--- src/rtl/alu_pkg.sv ---
// Shared encodings and small decode helpers for the iterative ALU.
package alu_pkg;

  localparam int unsigned OP_W = 3;

  localparam logic [OP_W-1:0] OP_OR    = 3'd0;
  localparam logic [OP_W-1:0] OP_AND   = 3'd1;
  localparam logic [OP_W-1:0] OP_ADD   = 3'd2;
  localparam logic [OP_W-1:0] OP_SUB   = 3'd3;
  localparam logic [OP_W-1:0] OP_MUL   = 3'd4;
  localparam logic [OP_W-1:0] OP_MULHU = 3'd5;
  localparam logic [OP_W-1:0] OP_DIVU  = 3'd6;
  localparam logic [OP_W-1:0] OP_REMU  = 3'd7;

  typedef enum logic [1:0] {
    S_IDLE = 2'd0,
    S_BUSY = 2'd1,
    S_DONE = 2'd2
  } state_e;

  function automatic logic is_iter_op(input logic [OP_W-1:0] op);
    return (op == OP_MUL) || (op == OP_MULHU) || (op == OP_DIVU) || (op == OP_REMU);
  endfunction

  function automatic logic is_div_op(input logic [OP_W-1:0] op);
    return (op == OP_DIVU) || (op == OP_REMU);
  endfunction

  // MULHU and REMU take the upper accumulator half; MUL and DIVU the lower.
  function automatic logic is_hi_op(input logic [OP_W-1:0] op);
    return (op == OP_MULHU) || (op == OP_REMU);
  endfunction

endpackage

--- src/rtl/alu_muldiv_iter.sv ---
// One-bit-per-clock unsigned shift-add multiplier and restoring divider.
// res_*_c present the post-iteration value so the caller can register it on the done edge.
module alu_muldiv_iter #(
  parameter int unsigned WIDTH = 32
) (
  input  logic             clk,
  input  logic             rst_n,
  input  logic             start,
  input  logic             step,
  input  logic             is_div,
  input  logic [WIDTH-1:0] a,
  input  logic [WIDTH-1:0] b,
  output logic             done_c,
  output logic [WIDTH-1:0] res_lo_c,
  output logic [WIDTH-1:0] res_hi_c
);

  localparam int unsigned CW = $clog2(WIDTH);

  logic [WIDTH-1:0] hi_q;
  logic [WIDTH-1:0] lo_q;
  logic [WIDTH-1:0] opb_q;
  logic [CW-1:0]    cnt_q;
  logic             div_q;

  logic [WIDTH-1:0] hi_d;
  logic [WIDTH-1:0] lo_d;
  logic [WIDTH:0]   sum;
  logic [WIDTH:0]   trial;

  // Multiply: lo holds the multiplier and shifts right into the product.
  // Divide: lo holds the dividend, shifts left and collects quotient bits.
  always_comb begin
    sum   = {1'b0, hi_q} + {1'b0, opb_q};
    trial = {hi_q, lo_q[WIDTH-1]} - {1'b0, opb_q};
    hi_d  = hi_q;
    lo_d  = lo_q;
    if (div_q) begin
      if (!trial[WIDTH]) begin
        hi_d = trial[WIDTH-1:0];
        lo_d = {lo_q[WIDTH-2:0], 1'b1};
      end else begin
        hi_d = {hi_q[WIDTH-2:0], lo_q[WIDTH-1]};
        lo_d = {lo_q[WIDTH-2:0], 1'b0};
      end
    end else if (lo_q[0]) begin
      hi_d = sum[WIDTH:1];
      lo_d = {sum[0], lo_q[WIDTH-1:1]};
    end else begin
      hi_d = {1'b0, hi_q[WIDTH-1:1]};
      lo_d = {hi_q[0], lo_q[WIDTH-1:1]};
    end
  end

  always_ff @(posedge clk) begin
    if (!rst_n) begin
      hi_q  <= '0;
      lo_q  <= '0;
      opb_q <= '0;
      cnt_q <= '0;
      div_q <= 1'b0;
    end else if (start) begin
      hi_q  <= '0;
      lo_q  <= is_div ? a : b;
      opb_q <= is_div ? b : a;
      cnt_q <= CW'(WIDTH - 1);
      div_q <= is_div;
    end else if (step) begin
      hi_q  <= hi_d;
      lo_q  <= lo_d;
      cnt_q <= cnt_q - CW'(1);
    end
  end

  assign done_c   = step && (cnt_q == '0);
  assign res_lo_c = lo_d;
  assign res_hi_c = hi_d;

endmodule

--- src/rtl/alu_iter.sv ---
// Handshaked ALU: single-cycle logic/add/sub, iterative mul/mulhu/divu/remu.
// Registered result and zero flag; ready_o is combinational on state and ready_i.
module alu_iter
  import alu_pkg::*;
#(
  parameter int unsigned WIDTH = 32
) (
  input  logic             clk_i,
  input  logic             rst_i,
  input  logic             valid_i,
  output logic             ready_o,
  input  logic [OP_W-1:0]  op_i,
  input  logic [WIDTH-1:0] data1_i,
  input  logic [WIDTH-1:0] data2_i,
  output logic             valid_o,
  input  logic             ready_i,
  output logic [WIDTH-1:0] data_o,
  output logic             zero_o
);

  state_e           state_q;
  state_e           state_d;
  logic [OP_W-1:0]  op_q;
  logic [WIDTH-1:0] data_q;
  logic             zero_q;
  logic             valid_q;

  logic             accept;
  logic             iter_start;
  logic             iter_step;
  logic             iter_done_c;
  logic [WIDTH-1:0] iter_lo_c;
  logic [WIDTH-1:0] iter_hi_c;
  logic [WIDTH-1:0] iter_res;
  logic [WIDTH-1:0] alu_res;

  assign ready_o    = (state_q == S_IDLE) || ((state_q == S_DONE) && ready_i);
  assign accept     = valid_i && ready_o;
  assign iter_start = accept && is_iter_op(op_i);
  assign iter_step  = (state_q == S_BUSY);
  assign iter_res   = is_hi_op(op_q) ? iter_hi_c : iter_lo_c;

  alu_muldiv_iter #(
    .WIDTH (WIDTH)
  ) u_muldiv (
    .clk      (clk_i),
    .rst_n    (rst_i),
    .start    (iter_start),
    .step     (iter_step),
    .is_div   (is_div_op(op_i)),
    .a        (data1_i),
    .b        (data2_i),
    .done_c   (iter_done_c),
    .res_lo_c (iter_lo_c),
    .res_hi_c (iter_hi_c)
  );

  always_comb begin
    alu_res = '0;
    case (op_i)
      OP_OR:   alu_res = data1_i | data2_i;
      OP_AND:  alu_res = data1_i & data2_i;
      OP_ADD:  alu_res = data1_i + data2_i;
      OP_SUB:  alu_res = data1_i - data2_i;
      default: alu_res = '0;
    endcase
  end

  // Next state; DONE with ready_i doubles as an accept slot for back-to-back ops.
  always_comb begin
    state_d = state_q;
    case (state_q)
      S_IDLE, S_DONE: begin
        if (accept) begin
          state_d = is_iter_op(op_i) ? S_BUSY : S_DONE;
        end else if ((state_q == S_DONE) && ready_i) begin
          state_d = S_IDLE;
        end
      end
      S_BUSY: begin
        if (iter_done_c) begin
          state_d = S_DONE;
        end
      end
      default: state_d = S_IDLE;
    endcase
  end

  always_ff @(posedge clk_i) begin
    if (!rst_i) begin
      state_q <= S_IDLE;
      op_q    <= OP_OR;
      data_q  <= '0;
      zero_q  <= 1'b1;
      valid_q <= 1'b0;
    end else begin
      state_q <= state_d;
      valid_q <= (state_d == S_DONE);
      if (accept) begin
        op_q <= op_i;
      end
      if (accept && !is_iter_op(op_i)) begin
        data_q <= alu_res;
        zero_q <= (alu_res == '0);
      end else if (iter_done_c) begin
        data_q <= iter_res;
        zero_q <= (iter_res == '0);
      end
    end
  end

  assign data_o  = data_q;
  assign zero_o  = zero_q;
  assign valid_o = valid_q;

endmodule

--- config.mk ---
export PLATFORM = sky130hd
export DESIGN_NAME = alu_iter
export DESIGN_NICKNAME = d
export VERILOG_FILES = /design/src/rtl/alu_pkg.sv /design/src/rtl/alu_muldiv_iter.sv /design/src/rtl/alu_iter.sv
export SDC_FILE = /design/constraint.sdc
export NUM_CORES = 1
export LEC_CHECK = 0
export ABC_AREA = 1
export CAP_MARGIN = 20
export CORE_UTILIZATION = 50
export CTS_BUF_LIST = sky130_fd_sc_hd__clkbuf_16
export DETAILED_ROUTE_END_ITERATION = 7
export PLACE_DENSITY = 0.69
export REMOVE_ABC_BUFFERS = 1
export SYNTH_ARGS = -nofsm -noshare
export SYNTH_HDL_FRONTEND = slang
export SYNTH_HIERARCHICAL = 1
export SYNTH_SLANG_ARGS = --single-unit
export TNS_END_PERCENT = 1
--- constraint.sdc ---
create_clock -name clk_i -period 4.3 [get_ports clk_i]
set_clock_uncertainty 0.1 [all_clocks]
set_input_delay 0.645 -clock clk_i [delete_from_list [all_inputs] [get_ports clk_i]]
set_output_delay 0.645 -clock clk_i [all_outputs]
set_load 0.005 [all_outputs]
### Yosys cells after proc, flatten, opt, wreduce, memory -nomap -nowiden

Index checks and enable logic that the tools add are counted.

* bits in registers: 141
* input port bits: 71
* output and inout port bits: 35
* word-level logic and storage cells: 74

* add/subtract/negate cells: 5
* equality and inequality tests: 12
* multiplexer cells: 23
* bitwise logic cells: 3
* reductions and logical operators: 21

Operators by type and width (count)
* 32-bit two-way mux: 12
* 32-bit one-hot mux with 4 select lines: 1
* 32-bit logical NOT: 2
* 32-bit by 32-bit adder with 33-bit output: 1
* 33-bit by 32-bit subtractor with 33-bit output: 1
* 32-bit adder: 1
* 32-bit AND: 1
* 32-bit OR: 1
* 32-bit subtractor: 1
* 3-bit == test, second input constant: 6
* 5-bit two-way mux: 2
* 2-bit two-way mux: 4
* 3-bit by 2-bit == test with 1-bit output, second input constant: 2
* 1-bit logical OR: 6
* 1-bit logical AND: 5
* 5-bit logical NOT: 1
* 5-bit by 1-bit subtractor with 5-bit output, second input constant: 1
* 2-bit == test, second input constant: 2
* 2-bit one-hot mux with 2 select lines: 1
* 2-bit nonzero test: 2
* 2-bit OR reduction: 2
* 3-bit by 1-bit == test with 1-bit output, second input constant: 1
* 3-bit logical NOT: 1
* 1-bit two-way mux: 3
* other kinds (4): 4

### Depth between registers and ports, before layout

* word-level depth: 8
* depth in mapped cells: 32

### Hierarchy

The synthesis kept the hierarchy.

Modules (own cells, without submodules)
* alu_muldiv_iter: instances 1, cells an instance 1954, area an instance 10994.3 sq um, seq. area each 2042.0 sq um
* alu_iter: instances 1, cells an instance 1147, area an instance 6187.2 sq um, seq. area each 760.7 sq um

### Least setup slack after synthesis

No wires, ideal clock.

* kind: input-to-reg
* start point: in data2_i[0]
* end point: reg zero_q (netlist: zero_o)
* setup time: 58 ps
* arrival time: 3540 ps
* data required time: 4142 ps
* slack: 602 ps
* stages on the path: 28
* path buffers: 0
* path through: inv_1 > ha_1 > nand3_1 > nor3_1 > nand3_1 > inv_1 > nand3_1 > nor2_1 > nand3_1 > o31ai_1 > xor2_1 > ha_1 > nand2_1 > inv_1 > nand2_1 > nand2_1 > a21oi_1 > nand2_1 > or2_2 > nand2_1 > nand2_1 > inv_1 > nand3_1 > nor2_1 > nand3_1 > nand2_1 > nand2_1 > nand2_1

* cells in the longest elaborated chain, start to end: 4
* elaborated cells on any way between the ends: 7
* classes of those cells: 2 x add/sub; 2 x mux; 2 x bitwise; 1 x reduce/logical

RTL lines
* start: declaration: line alu_iter.sv:14 `input logic [WIDTH-1:0] data2_i,`
* 32-bit subtractor (tied with other cells): line alu_iter.sv:64 `OP_SUB: alu_res = data1_i - data2_i;`
* 32-bit one-hot mux with 4 select lines (*): line alu_iter.sv:60 `case (op_i)`
* 32-bit logical NOT (*): line alu_iter.sv:104 `zero_q <= (alu_res == '0);`
* 1-bit two-way mux (*): line alu_iter.sv:102 `if (accept && !is_iter_op(op_i)) begin`
* end signal: assignment: line alu_iter.sv:104
* end signal: assignment: line alu_iter.sv:107 `zero_q <= (iter_res == '0);`
* end: declaration: line alu_iter.sv:25 `logic zero_q;`

Mark *: on every way between the ends. The rest lies on a longest branch, timed or not.
A chain may end at the register's enable or synchronous reset.

### Worst setup path in the final report

* start point: in data2_i[4]
* end point: reg zero_q (netlist: zero_o)

Same word-level chain as after synthesis.

==> metrics.txt <==
maximum root-to-sink buffer count=2; Hold Violations, Final=0; sequential share of power=24.8%; final WL=65.1 mm; Most used DFF post-synth=dfxtp_1; Die Area=0.0351 sq mm; routed vias/inst=5.48; P&R area growth vs syn=18.2%; via count=20500; PortBufs=105; Max Fclk=0.248 GHz; P_sw=0.00273 W; total power per unit cell area=300 mW/mm^2; IO Pins=106; asr flop ratio synth=0%; Wirelength per Cell=17.3 microns; number of synthesis warnings=6; crit path launch type=input pin; r2r setup slk=0.31 ns; Critical Path RT=4.58 ns; Crit. Startpoint=data2_i[4]; post-synthesis cell type count=53; clock power share=23.3%; die outline width=187 microns; Reg-to-Reg Start=u_muldiv/lo_q[31]$_SDFFE_PN0P_; Switching Fraction=44.8%; layout cells sized above 1=10.1%; fillers=3455; Syn Inst Count=3101; VDD IR max=0.292 mV; internal power=0.00337 W; Worst Tran Pin Value=0.935 ns; DR DRC count=0; crit share post-route=93.6%; area of the multi-input gates=0.0120 sq mm; relative slew slack=37.5%; first-pass GRT wire length=102 mm; TritonCTS clock tree=built; global-route met2 utilization=62.1%; # diodes=0; layout net count=3465; Iter 0 DRT Violations=1972; CTS sink cnt=140; vias in the first global route=19300; Hold WS=0.381 ns; RR Endpoint=zero_o$_SDFFE_PN1P_; cell with the most instances after synthesis=nand2_1; Tightest Hold Check Type=flip-flop to flip-flop; Clock Tree Root=clkbuf_16; final number of max-transition violations=0; dpl ws=-0.531 ns; H-Tree Depth=4; core box area=0.0337 sq mm; GRT busiest layer=met2; DR pass1 iterations=6; hold_sp=op_q[0]$_SDFFE_PN0P_; Syn Std Cell Area=0.0172 sq mm; Routed Antenna Nets=0; P_leak=11.3 nW; GRT Total Usage=36.5%; post-synthesis sequential area ratio=16.3%; RD Place Congestion=1.05; final setup vio count=0; Max Cap Viol=0; initial antenna violation count=0; met3 usage=3.68%; Synth top area share=20.5%; critical-path maximum fanout=5; Crit Path Class=input pin to flip-flop; Clk Latency, worst-skew pair=0.44 ns; gr ovfl total=0; Synth top cells by count=nand2_1, inv_1, nor2_1; number of buffers created by CTS=17; HPWL Detailed=53.1 mm; setup TNS=0 ns; Register Area=0.00281 sq mm; clock-pin slew on the worst setup and hold paths=0.06 ns; top post-synthesis cells by area=nand2_1, dfxtp_1, inv_1; status=finished clean; Critical Path Sink Type=flip-flop; Post-Syn Area per Cell=5.54 sq um; Initial Util=51.0%; synthesized flop and latch total=140; num rows=67; Die Height=187 microns; final total power=0.00610 W; Post-synth EDFFs=0; crit path to=zero_o$_SDFFE_PN1P_; cts hold-fix bufs=0; min Tclk post-route=4.02 ns; Register-to-Register Path Depth=24; arrival time worst endpoint=4.31 ns; largest net degree at the start of global routing=64; cell taking the most area after synthesis=nand2_1; combinational power share=51.9%; final worst setup slack=0.276 ns; met1 usage in global routing=47.8%
cells in the final DEF (no fill, tap or decap), types with 29 or more instances in the layout:
cell type,n
ha_1,98
nand3_2,29
clkdlybuf4s50_1,100
nand2_2,35
a21oi_1,231
o22ai_1,32
dfxtp_1,139
nand2_1,931
nand4_1,30
nand3_1,195
inv_1,536
o21ai_0,192
buf_4,164
nor2_1,254
o211ai_1,34
xor2_1,38
sequential cells by signal, indices dropped and copies added, names as in the netlist:
signal and count:
op_q 2, u_muldiv/cnt_q 5, valid_o 1, zero_o 1
data_o 32, u_muldiv/lo_q 32, state_q 2, u_muldiv/hi_q 32
u_muldiv/opb_q 32, u_muldiv/div_q 1
logic make-up after synthesis:
logic type               share of synthesized area, %
AO/OA/AOI/OAI                                    17.9
XOR/XNOR                                         2.85
adder cells (fa/ha/maj)                          7.63
buffers and inverters                            15.0
flip-flops                                       16.3
multiplexers                                     1.77
AND/OR/NAND/NOR                                  38.5
through the flow:
stage	cell area, sq um	util, %	std cells
after global placement	19600	58.1	3717
final	20300	60.3	3751
after CTS	20100	59.7	3748
after floorplan	16700	-	3001
after global routing	20300	60.3	3751
after detailed placement	19600	58.1	3717
power groups by stage:
| stage | registers, W | clock network (W) | logic (W) |
|---|---|---|---|
| global placement | 0.00153 | 0 | 0.00302 |
| CTS | 0.00151 | 0.00144 | 0.00308 |
| floorplan | 0.00151 | 0 | 0.00195 |
| detailed placement | 0.00153 | 0 | 0.00306 |
| finish | 0.00151 | 0.00142 | 0.00316 |
| global route | 0.00152 | 0.00149 | 0.00350 |
worst min-delay path by stage:
| stage | cells past startpoint | end |
|---|---|---|
| CTS | 2 | op_q[0]$_SDFFE_PN0P_ |
| finish | 2 | op_q[0]$_SDFFE_PN0P_ |
| global route | 2 | op_q[0]$_SDFFE_PN0P_ |
| global placement | 2 | data_o[0]$_SDFFE_PN0P_ |
| floorplan | 2 | op_q[0]$_SDFFE_PN0P_ |
| detailed placement | 2 | op_q[0]$_SDFFE_PN0P_ |
layer usage:
layer  up-vias  wire length, microns  part of all wire (%)
met1      9311                 28400                    44
met4         0                  2090                   3.2
met3       110                  4620                   7.1
met5         -                     0                     0
met2       878                 30000                    46
li1      10200                     -                     -
worst max-delay path, cell delays in order:
cell and delay (ns):
clkdlybuf4s50_1 0.46, buf_4 0.19, nor2_1 0.11, nand2_1 0.08, buf_4 0.13, nor2_1 0.07, buf_4 0.14, nand3_1 0.23
nand2_2 0.17, xor2_1 0.15, inv_1 0.07, ha_1 0.34, a21oi_1 0.23, o21ai_0 0.17, a21oi_1 0.22, nand4_1 0.12
nand3_1 0.15, nand2_1 0.09, nor2_1 0.11, nand2_1 0.07, nor2_2 0.11, nand3_1 0.08, nand2_1 0.06, nand2_1 0.05
nand2_1 0.06
cell type report:
type,count,area share [%]
clock buffer,18,2.22
clock inverter,13,0.499
inverter,557,10.3
multi-input combinational,2304,58.9
sequential,140,13.8
tap,448,2.76
timing repair buffer,271,11.5
what timing repair did:
action	CTS	global route
buffers inserted	0	3
hold endpoints to repair	0	0
pin swaps	1	14
setup endpoints to repair	2	12
gates resized for setup	2	51
(Power assumes the default switching activity.)
